--- src/rtl/door_motor_scheduler.sv ---
// ============================================================================
// door_motor_scheduler
// ----------------------------------------------------------------------------
// Shares one door-motor driver between N_DOORS door controllers.
//
// Arbitration is round-robin. Urgent (obstacle) requests are served first and
// may preempt a non-urgent owner. A motor-off cooldown of COOLDOWN cycles
// separates successive owners.
//
// Optional feature, selected by the macro MAX_RUN_TIMEOUT_EN:
//   defined   - a grant is force-released after MAX_RUN cycles and timeout
//               pulses for one cycle.
//   undefined - a grant is unbounded and timeout is held at 0.
//
// Ports
//   clk        in   1        system clock, rising edge
//   rst        in   1        asynchronous reset, active low
//   req        in   N_DOORS  level request per door
//   urgent     in   N_DOORS  obstacle flag per door (qualified by req)
//   gnt        out  N_DOORS  one-hot grant, all-zero when there is no owner
//   motor_en   out  1        motor driver enable (= |gnt)
//   motor_sel  out  3        index of the current owner, 0 when idle
//   busy       out  1        high in GRANT or COOLDOWN
//   timeout    out  1        one-cycle pulse on a forced release
// ============================================================================
module door_motor_scheduler #(
    parameter int N_DOORS  = 4,
    parameter int COOLDOWN = 3,
    parameter int MAX_RUN  = 50,
    parameter int CW       = 8
) (
    input  logic               clk,
    input  logic               rst,
    input  logic [N_DOORS-1:0] req,
    input  logic [N_DOORS-1:0] urgent,
    output logic [N_DOORS-1:0] gnt,
    output logic               motor_en,
    output logic [2:0]         motor_sel,
    output logic               busy,
    output logic               timeout
);

    typedef enum logic [1:0] {
        ST_IDLE     = 2'd0,
        ST_GRANT    = 2'd1,
        ST_COOLDOWN = 2'd2
    } state_t;

    // Round-robin pick: returns {found, index} of the first set bit of vec,
    // scanning upward from ptr with wrap. The loop runs from the farthest
    // offset down so that the nearest hit is the one left standing.
    function automatic logic [3:0] rr_pick(input logic [N_DOORS-1:0] vec,
                                           input logic [2:0]         ptr);
        logic [3:0] res;
        int         idx;
        res = 4'd0;
        for (int i = N_DOORS - 1; i >= 0; i--) begin
            idx = int'(ptr) + i;
            if (idx >= N_DOORS) begin
                idx = idx - N_DOORS;
            end
            if (vec[idx]) begin
                res = {1'b1, 3'(idx)};
            end
        end
        return res;
    endfunction

    // Pointer to the door just after the winner, wrapping at N_DOORS.
    function automatic logic [2:0] next_ptr(input logic [2:0] win);
        int n;
        n = int'(win) + 1;
        if (n >= N_DOORS) begin
            n = 0;
        end
        return 3'(n);
    endfunction

    function automatic logic [N_DOORS-1:0] one_hot(input logic [2:0] idx);
        logic [N_DOORS-1:0] v;
        v      = {N_DOORS{1'b0}};
        v[idx] = 1'b1;
        return v;
    endfunction

    state_t             state_r, state_s;
    logic [N_DOORS-1:0] gnt_r, gnt_s;
    logic [2:0]         sel_r, sel_s;
    logic               busy_r, busy_s;
    logic               en_r;
    logic               timeout_r, timeout_s;
    logic [2:0]         rr_ptr_r, rr_ptr_s;
    logic [CW-1:0]      cd_cnt_r, cd_cnt_s;
`ifdef MAX_RUN_TIMEOUT_EN
    logic [CW-1:0]      run_cnt_r, run_cnt_s;
`endif

    logic [N_DOORS-1:0] eff_urg_s;
    logic [N_DOORS-1:0] owner_mask_s;
    logic [3:0]         pick_urg_s, pick_req_s;
    logic               win_valid_s;
    logic [2:0]         win_idx_s;
    logic               owner_req_s, owner_urg_s, other_urg_s;
    logic               expired_s;

    // Request qualification and arbitration candidates. During GRANT the
    // owner index is carried in sel_r.
    always_comb begin
        eff_urg_s    = req & urgent;
        owner_mask_s = one_hot(sel_r);
        pick_urg_s   = rr_pick(eff_urg_s, rr_ptr_r);
        pick_req_s   = rr_pick(req, rr_ptr_r);
        win_valid_s  = pick_urg_s[3] | pick_req_s[3];
        if (pick_urg_s[3]) begin
            win_idx_s = pick_urg_s[2:0];
        end else begin
            win_idx_s = pick_req_s[2:0];
        end
        owner_req_s = |(req & owner_mask_s);
        owner_urg_s = |(eff_urg_s & owner_mask_s);
        other_urg_s = |(eff_urg_s & ~owner_mask_s);
`ifdef MAX_RUN_TIMEOUT_EN
        expired_s   = (run_cnt_r == CW'(MAX_RUN - 1));
`else
        expired_s   = 1'b0;
`endif
    end

    // Next-state and next-output logic for IDLE -> GRANT -> COOLDOWN.
    always_comb begin
        state_s   = state_r;
        gnt_s     = gnt_r;
        sel_s     = sel_r;
        busy_s    = busy_r;
        timeout_s = 1'b0;
        rr_ptr_s  = rr_ptr_r;
        cd_cnt_s  = cd_cnt_r;
`ifdef MAX_RUN_TIMEOUT_EN
        run_cnt_s = run_cnt_r;
`endif
        case (state_r)
            ST_IDLE: begin
                if (win_valid_s) begin
                    state_s  = ST_GRANT;
                    gnt_s    = one_hot(win_idx_s);
                    sel_s    = win_idx_s;
                    busy_s   = 1'b1;
                    rr_ptr_s = next_ptr(win_idx_s);
`ifdef MAX_RUN_TIMEOUT_EN
                    run_cnt_s = {CW{1'b0}};
`endif
                end else begin
                    gnt_s  = {N_DOORS{1'b0}};
                    sel_s  = 3'd0;
                    busy_s = 1'b0;
                end
            end
            ST_GRANT: begin
                // Release, preemption of a non-urgent owner, or run expiry.
                // A release that coincides with a new urgent request is
                // simply a release.
                if (!owner_req_s || (!owner_urg_s && other_urg_s) || expired_s) begin
                    gnt_s     = {N_DOORS{1'b0}};
                    sel_s     = 3'd0;
                    timeout_s = expired_s & owner_req_s;
                    cd_cnt_s  = {CW{1'b0}};
                    if (COOLDOWN == 0) begin
                        state_s = ST_IDLE;
                        busy_s  = 1'b0;
                    end else begin
                        state_s = ST_COOLDOWN;
                        busy_s  = 1'b1;
                    end
                end else begin
`ifdef MAX_RUN_TIMEOUT_EN
                    run_cnt_s = run_cnt_r + CW'(1);
`endif
                    busy_s = 1'b1;
                end
            end
            ST_COOLDOWN: begin
                if (cd_cnt_r == CW'(COOLDOWN - 1)) begin
                    state_s  = ST_IDLE;
                    busy_s   = 1'b0;
                    cd_cnt_s = {CW{1'b0}};
                end else begin
                    cd_cnt_s = cd_cnt_r + CW'(1);
                    busy_s   = 1'b1;
                end
            end
            default: begin
                state_s  = ST_IDLE;
                gnt_s    = {N_DOORS{1'b0}};
                sel_s    = 3'd0;
                busy_s   = 1'b0;
                cd_cnt_s = {CW{1'b0}};
            end
        endcase
    end

    // State and registered-output flops, cleared asynchronously.
    always_ff @(posedge clk or negedge rst) begin
        if (!rst) begin
            state_r   <= ST_IDLE;
            gnt_r     <= {N_DOORS{1'b0}};
            sel_r     <= 3'd0;
            busy_r    <= 1'b0;
            en_r      <= 1'b0;
            timeout_r <= 1'b0;
            rr_ptr_r  <= 3'd0;
            cd_cnt_r  <= {CW{1'b0}};
`ifdef MAX_RUN_TIMEOUT_EN
            run_cnt_r <= {CW{1'b0}};
`endif
        end else begin
            state_r   <= state_s;
            gnt_r     <= gnt_s;
            sel_r     <= sel_s;
            busy_r    <= busy_s;
            en_r      <= |gnt_s;
            timeout_r <= timeout_s;
            rr_ptr_r  <= rr_ptr_s;
            cd_cnt_r  <= cd_cnt_s;
`ifdef MAX_RUN_TIMEOUT_EN
            run_cnt_r <= run_cnt_s;
`endif
        end
    end

    assign gnt       = gnt_r;
    assign motor_en  = en_r;
    assign motor_sel = sel_r;
    assign busy      = busy_r;
    assign timeout   = timeout_r;

endmodule
--- config.mk ---
export PLATFORM = sky130hd
export DESIGN_NAME = door_motor_scheduler
export DESIGN_NICKNAME = d
export VERILOG_FILES = /design/src/rtl/door_motor_scheduler.sv
export SDC_FILE = /design/constraint.sdc
export NUM_CORES = 1
export LEC_CHECK = 0
export BUFFER_PORTS_ARGS = -buffer_cell sky130_fd_sc_hd__buf_2
export CAP_MARGIN = 20
export CORE_MARGIN = 5
export CORE_UTILIZATION = 45
export CTS_BUF_LIST = sky130_fd_sc_hd__clkbuf_8 sky130_fd_sc_hd__clkbuf_16
export DETAILED_ROUTE_END_ITERATION = 8
export GPL_ROUTABILITY_DRIVEN = 0
export PLACE_DENSITY_LB_ADDON = 0.12
export SETUP_SLACK_MARGIN = 0.5
export SYNTH_ARGS = -nofsm -noshare
export SYNTH_HDL_FRONTEND = slang
export SYNTH_SLANG_ARGS = --single-unit
--- constraint.sdc ---
create_clock -name clk -period 8.2 [get_ports clk]
set_input_delay 1.64 -clock clk [delete_from_list [all_inputs] [get_ports clk]]
set_output_delay 1.64 -clock clk [all_outputs]
set_load 0.02 [all_outputs]
# [After elaboration in Yosys (flattened, before gate mapping)]
# Cells that the tools add are included.
[classes] n_mux=58 n_addsub=9 bitwise_logic=8 n_lt_le_gt_ge=13 reduce_logical=15 n_eq_ne=6
[ops] op="less-than comparator 32 x 4 -> 1 bit, second input constant" count=4
[ops] op="two-way mux 32 bit" count=4
[ops] op="two-way mux 4 bit" count=10
[ops] op="one-hot mux 8 bit (3 select lines)" count=1
[ops] op="two-way mux 1 bit" count=20
[ops] op="bitwise AND 4 bit" count=4
[ops] op="binary-select mux 1 bit (select 2 bit)" count=8
[ops] op="greater-or-equal comparator 4 x 3 -> 1 bit, second input constant" count=4
[ops] op="two-way mux 8 bit" count=2
[ops] op="OR reduction 4 bit" count=4
[ops] op="subtractor 4 x 3 -> 5 bit, second input constant" count=3
[ops] op="two-way mux 3 bit" count=4
[ops] op="one-hot mux 4 bit (3 select lines)" count=1
[ops] op="one-hot mux 3 bit (3 select lines)" count=1
[ops] op="adder 3 x 1 -> 4 bit, second input constant" count=2
[ops] op="adder 3 x 2 -> 4 bit, second input constant" count=2
[ops] op="adder 8 x 1 -> 8 bit, second input constant" count=1
[ops] op="== test 8 x 2 -> 1 bit, second input constant" count=1
[ops] op="greater-or-equal comparator 3 x 1 -> 1 bit, second input constant" count=2
[ops] op="less-than comparator 3 bit, second input constant" count=2
[ops] op="two-way mux 2 bit" count=3
[ops] op="!= test 2 bit, second input constant" count=3
[ops] op="one-hot mux 2 bit (3 select lines)" count=1
[ops] op="AND reduction 2 bit" count=3
[ops] op="14 further kinds" count=19
[word_totals] in_bits=10 regBits=22 output_inout_bits=10 wordCells=116

# [Logic depth before layout (Yosys ltp)]
[depth] word_depth=18 depth_mapped=14

# [Least setup slack after synthesis]
# No wires, ideal clock.
[synth_timing] path_type="in2reg" startpoint="input req[3]" endpoint="register rr_ptr_r[1]" path_slack_ns=4.188 setup_time_ns=0.076 cell_stages=11 t_arrival_ns=3.936 required_ns=8.124 path_cell_list="buf_2 -> mux4_1 -> nor2b_1 -> o21ai_0 -> a21o_1 -> nand3_1 -> inv_1 -> ha_1 -> or3_1 -> o32a_2 -> o21ai_1"
[synth_between] elab_chain_len=12 elab_cells_between_ends=39 classes_between="1 x add/sub; 1 x order compare; 34 x mux; 2 x bitwise; 1 x reduce/logical"
[synth_lines] item="start: declaration" line="34" source="input logic [N_DOORS-1:0] req,"
[synth_lines] item="bitwise AND 4 bit" line="109" source="eff_urg_s = req & urgent;"
[synth_lines] item="binary-select mux 1 bit (select 2 bit)" line="62" source="if (vec[idx]) begin"
[synth_lines] item="two-way mux 1 bit (implied by the code) (2 in a row)" line="62"
[synth_lines] item="two-way mux 4 bit (4 in a row)" line="62"
[synth_lines] item="two-way mux 3 bit" line="114" source="if (pick_urg_s[3]) begin"
[synth_lines] item="adder 3 x 1 -> 4 bit" line="72" source="n = int'(win) + 1;"
[synth_lines] item="greater-or-equal comparator 4 x 3 -> 1 bit" line="73" source="if (n >= N_DOORS) begin"
[synth_lines] item="two-way mux 3 bit" line="73"
[synth_lines] item="end signal: assignment" line="222" source="rr_ptr_r <= rr_ptr_s;"
[synth_lines] item="end: declaration" line="92" source="logic [2:0] rr_ptr_r, rr_ptr_s;"
# Parallel ways exist; a longest one is shown, timed or not. The select of a mux whose other input is x is not followed.
# A chain may end at the register's enable or synchronous reset.

# [Worst setup path in the final report]
[layout_timing] startpoint="register rr_ptr_r[0]" endpoint="register rr_ptr_r[1]"
[layout_between] elab_chain_len=14 elab_cells_between_ends=53 classes_between="8 x add/sub; 5 x order compare; 38 x mux; 1 x bitwise; 1 x reduce/logical"
[layout_lines] item="adder 3 x 2 -> 4 bit" line="58" source="idx = int'(ptr) + i;"
[layout_lines] item="subtractor 4 x 3 -> 5 bit / greater-or-equal comparator 4 x 3 -> 1 bit (equally long branches)" line="60, 59"
[layout_lines] item="two-way mux 32 bit" line="59" source="if (idx >= N_DOORS) begin"
[layout_lines] item="binary-select mux 1 bit (select 2 bit)" line="62"
[layout_lines] item="two-way mux 1 bit (implied by the code) (2 in a row)" line="62"
[layout_lines] item="two-way mux 4 bit (4 in a row)" line="62"
[layout_lines] item="two-way mux 3 bit" line="114"
[layout_lines] item="adder 3 x 1 -> 4 bit" line="72"
[layout_lines] item="greater-or-equal comparator 4 x 3 -> 1 bit" line="73"
[layout_lines] item="two-way mux 3 bit" line="73"
# Parallel ways exist; a longest one is shown, timed or not. The select of a mux whose other input is x is not followed.

==> results.cfg <==
[cts]
cts-hold-fix-buffers = 0
cts_post_setup_buffers_inserted = 0
path_clk_slew_ns = 0.08
cts_max_path_buffers = 2
cts.sink_count = 22
ctsRootBufferMaster = sky130_fd_sc_hd__clkbuf_8
cts_buffers = 3
post_cts_resized = 0
tritoncts = yes
clk_latency_ns = 0.27
cts_h_tree_lvls = 1

[cells_and_area]
layout.cells.most_common_list = sky130_fd_sc_hd__dfrtp_1 (22), sky130_fd_sc_hd__nand2_1 (18), sky130_fd_sc_hd__buf_2 (18)
finish.net_count = 230
fill_cells = 371
layout.cells.most_common = sky130_fd_sc_hd__dfrtp_1
design_area_sq_um = 1950
ant_cells = 0
multiInputGateArea_sq_um = 1130
drive_above_1_share = 0.152
syn_to_final_growth_pct = 7.89
seqCellArea_sq_um = 551

[routing]
wl_per_cell_microns = 16.7
first_pass_iters = 5
total_length_of_routed_wires_microns = 4350
drt_iter0_drc = 173
vias = 1668
met1Wirelength_microns = 1990
post-route-drc-count = 0
routed_via_density = 6.42
ant_nets = 0
top_layer = met4
route.met2.wl_microns = 2000
wl_met3_microns = 322

[global_routing]
grt_max_degree = 23
gr-total-overflow = 0
vias_in_the_first_global_route = 1522
grt_antenna_before_repair = 0
grt_first_pass_wirelength_microns = 7350
grt_use_total = 0.172

[min_path]
min_from = cd_cnt_r[0]
min_delay_path_depth = 1
worstHoldPathType = reg -> reg
worstHoldEndpoint = cd_cnt_r[0]

[timing]
final_skew_ns = 0.00954
report.final.setup_viol = 0
max_freq_ghz = 0.242
timing.setup.tns_ns = 0
final_cycle_utilization_of_the_critical_path = 0.504
layout_min_cycle_time_ns = 4.13
slew_worst_pin_ns = 0.692
final_max_tran_viols = 0
worst_slew_margin_rel = 0.539
grt_setup_unrepaired = no
hold_viol_final = 0
hold_slack_ns = 0.517

[setup_path]
worstPathMaxFanout = 22
setup.reg_to_reg.worst_slack_ns = 4.07
rr_worst_depth = 12
timing.critical_path.required_ns = 8.39
critPathSlowestCell = sky130_fd_sc_hd__dfrtp_1
crit_path_max_incr_delay_ns = 0.79
worst_r2r_startpoint = rr_ptr_r[0]
worst_path_dominant_cell_family = adder cells
critical_path_class = reg -> reg
worstReg2RegEnd = rr_ptr_r[1]
worst-endpoint-arrival_ns = 4.33
timing.critical_path.cells = inv_1 -> ha_1 -> mux4_1 -> nor2b_1 -> o21ai_0 -> a21o_1 -> nand3_1 -> inv_1 -> ha_1 -> or3_1 -> o32a_2 -> o21ai_1
worst-path-buf-inv = 2
cp-start-kind = register
setup.worst_path.end_class = register

[logic_synthesis]
synth_top_flop_cell = sky130_fd_sc_hd__dfrtp_1
netlist.area_leader.share = 0.304
syn-mean-instance-area_sq_um = 8.95
postSynthNetCount = 221
post_synth_main_area_contributors = sky130_fd_sc_hd__dfrtp_1 (30%), sky130_fd_sc_hd__ha_1 (6.2%), sky130_fd_sc_hd__mux4_2 (5.0%)
synthCells = 202
postSynthRegisterBits = 22
async_flop_share = 1.00
synth_area_sq_um = 1810
yosysUniqueCellTypes = 57
netlist.top_cell.by_area = sky130_fd_sc_hd__dfrtp_1
yosys_warnings = 0
yosysSeqAreaShare = 0.304
synth-edff-count = 0

[floorplan]
floorplan.initialDensity = 0.459
die_h_microns = 73.4
die_area_sq_um = 5390
coreArea_sq_um = 3940
num_io_pins = 20
fp-row-count = 23
die_width_microns = 73.4

[power_and_ir_drop]
power.sequential.fraction = 0.288
p_leak_nw = 0.879
combinational_share_of_power = 0.554
clock_power_share = 0.157
p_sw_mw = 0.292
power_report.internal_total_mw = 0.354
cellPowerDensity_nw_per_um2 = 331
power_total_mw = 0.646
switching_fraction = 0.452
peak_supply_drop_v = 0.000183

[placed_design]
dp_hpwl_microns = 3320
placed_area_sq_um = 1880
io_buffers = 18

[outcome]
status = complete, no violations

[job]
cap_violations = 0
[per-layer routing]
metal  GRT usage  up-vias
met5           0        -
met4      0.0362        0
li1            -      783
met1       0.257      809
met2       0.261       69
met3      0.0315        7
[power groups by stage]
stage               Sequential, mW  Combinational [mW]  Clock (mW)
floorplan                    0.185               0.293           0
global placement             0.187               0.354           0
detailed placement           0.187               0.359           0
CTS                          0.186               0.360       0.104
global route                 0.194               0.398       0.108
finish                       0.186               0.358       0.102
[synthesized netlist by cell type, types with 3 or more instances]
cell / count
sky130_fd_sc_hd__nand2_1: 18
sky130_fd_sc_hd__ha_1: 9
sky130_fd_sc_hd__a222oi_1: 4
sky130_fd_sc_hd__and3_1: 3
sky130_fd_sc_hd__nor2_1: 8
sky130_fd_sc_hd__o211ai_1: 3
sky130_fd_sc_hd__o21ai_0: 13
sky130_fd_sc_hd__nand3_1: 7
sky130_fd_sc_hd__a21oi_1: 9
sky130_fd_sc_hd__mux4_2: 4
sky130_fd_sc_hd__inv_1: 12
sky130_fd_sc_hd__clkbuf_1: 8
sky130_fd_sc_hd__nor3_1: 7
sky130_fd_sc_hd__nor3b_1: 7
sky130_fd_sc_hd__a21o_1: 5
sky130_fd_sc_hd__nor2b_1: 6
sky130_fd_sc_hd__a31oi_1: 3
sky130_fd_sc_hd__o32ai_1: 4
sky130_fd_sc_hd__dfrtp_1: 22
[worst max-delay path by stage]
stage / start / endpoint / cells past startpoint
floorplan: req[3] / rr_ptr_r[1] / 11
global placement: req[2] / rr_ptr_r[1] / 11
finish: rr_ptr_r[0] / rr_ptr_r[1] / 12
global route: rr_ptr_r[0] / rr_ptr_r[1] / 12
detailed placement: req[2] / rr_ptr_r[1] / 11
CTS: rr_ptr_r[0] / rr_ptr_r[1] / 12
[registers in the layout (all words and copies together), names as in the netlist]
| name | count |
|---|---|
| busy | 1 |
| cd_cnt_r | 8 |
| gnt | 4 |
| motor_en | 1 |
| motor_sel | 3 |
| rr_ptr_r | 3 |
| state_r | 2 |
[cell families (layout without fill, tap and decap cells)]
logic type	Yosys count	after routing	synth area share
simple gates	77	77	0.244
compound gates	61	61	0.247
buf+inv	26	34	0.0699
flops	22	22	0.304
fa+ha+maj	9	9	0.0623
mux	6	6	0.0699
other cells	1	1	0.00207
[stage by stage]
step	std cells	utilization	setup WS [ns]
after floorplan	202	-	4.19
after global placement	256	0.477	3.91
after detailed placement	256	0.477	3.84
after CTS	260	0.495	4.08
after global routing	260	0.495	3.86
final	260	0.495	4.07
[cell type report]
class / count / share of cell area
Clock inverter: 1 / 0.0154
Sequential cell: 22 / 0.282
Timing Repair Buffer: 18 / 0.0462
Clock buffer: 3 / 0.0212
Multi-Input combinational cell: 154 / 0.580
Tap cell: 50 / 0.0321
Inverter: 12 / 0.0231
Note: power is estimated with default switching activity, not from simulation.
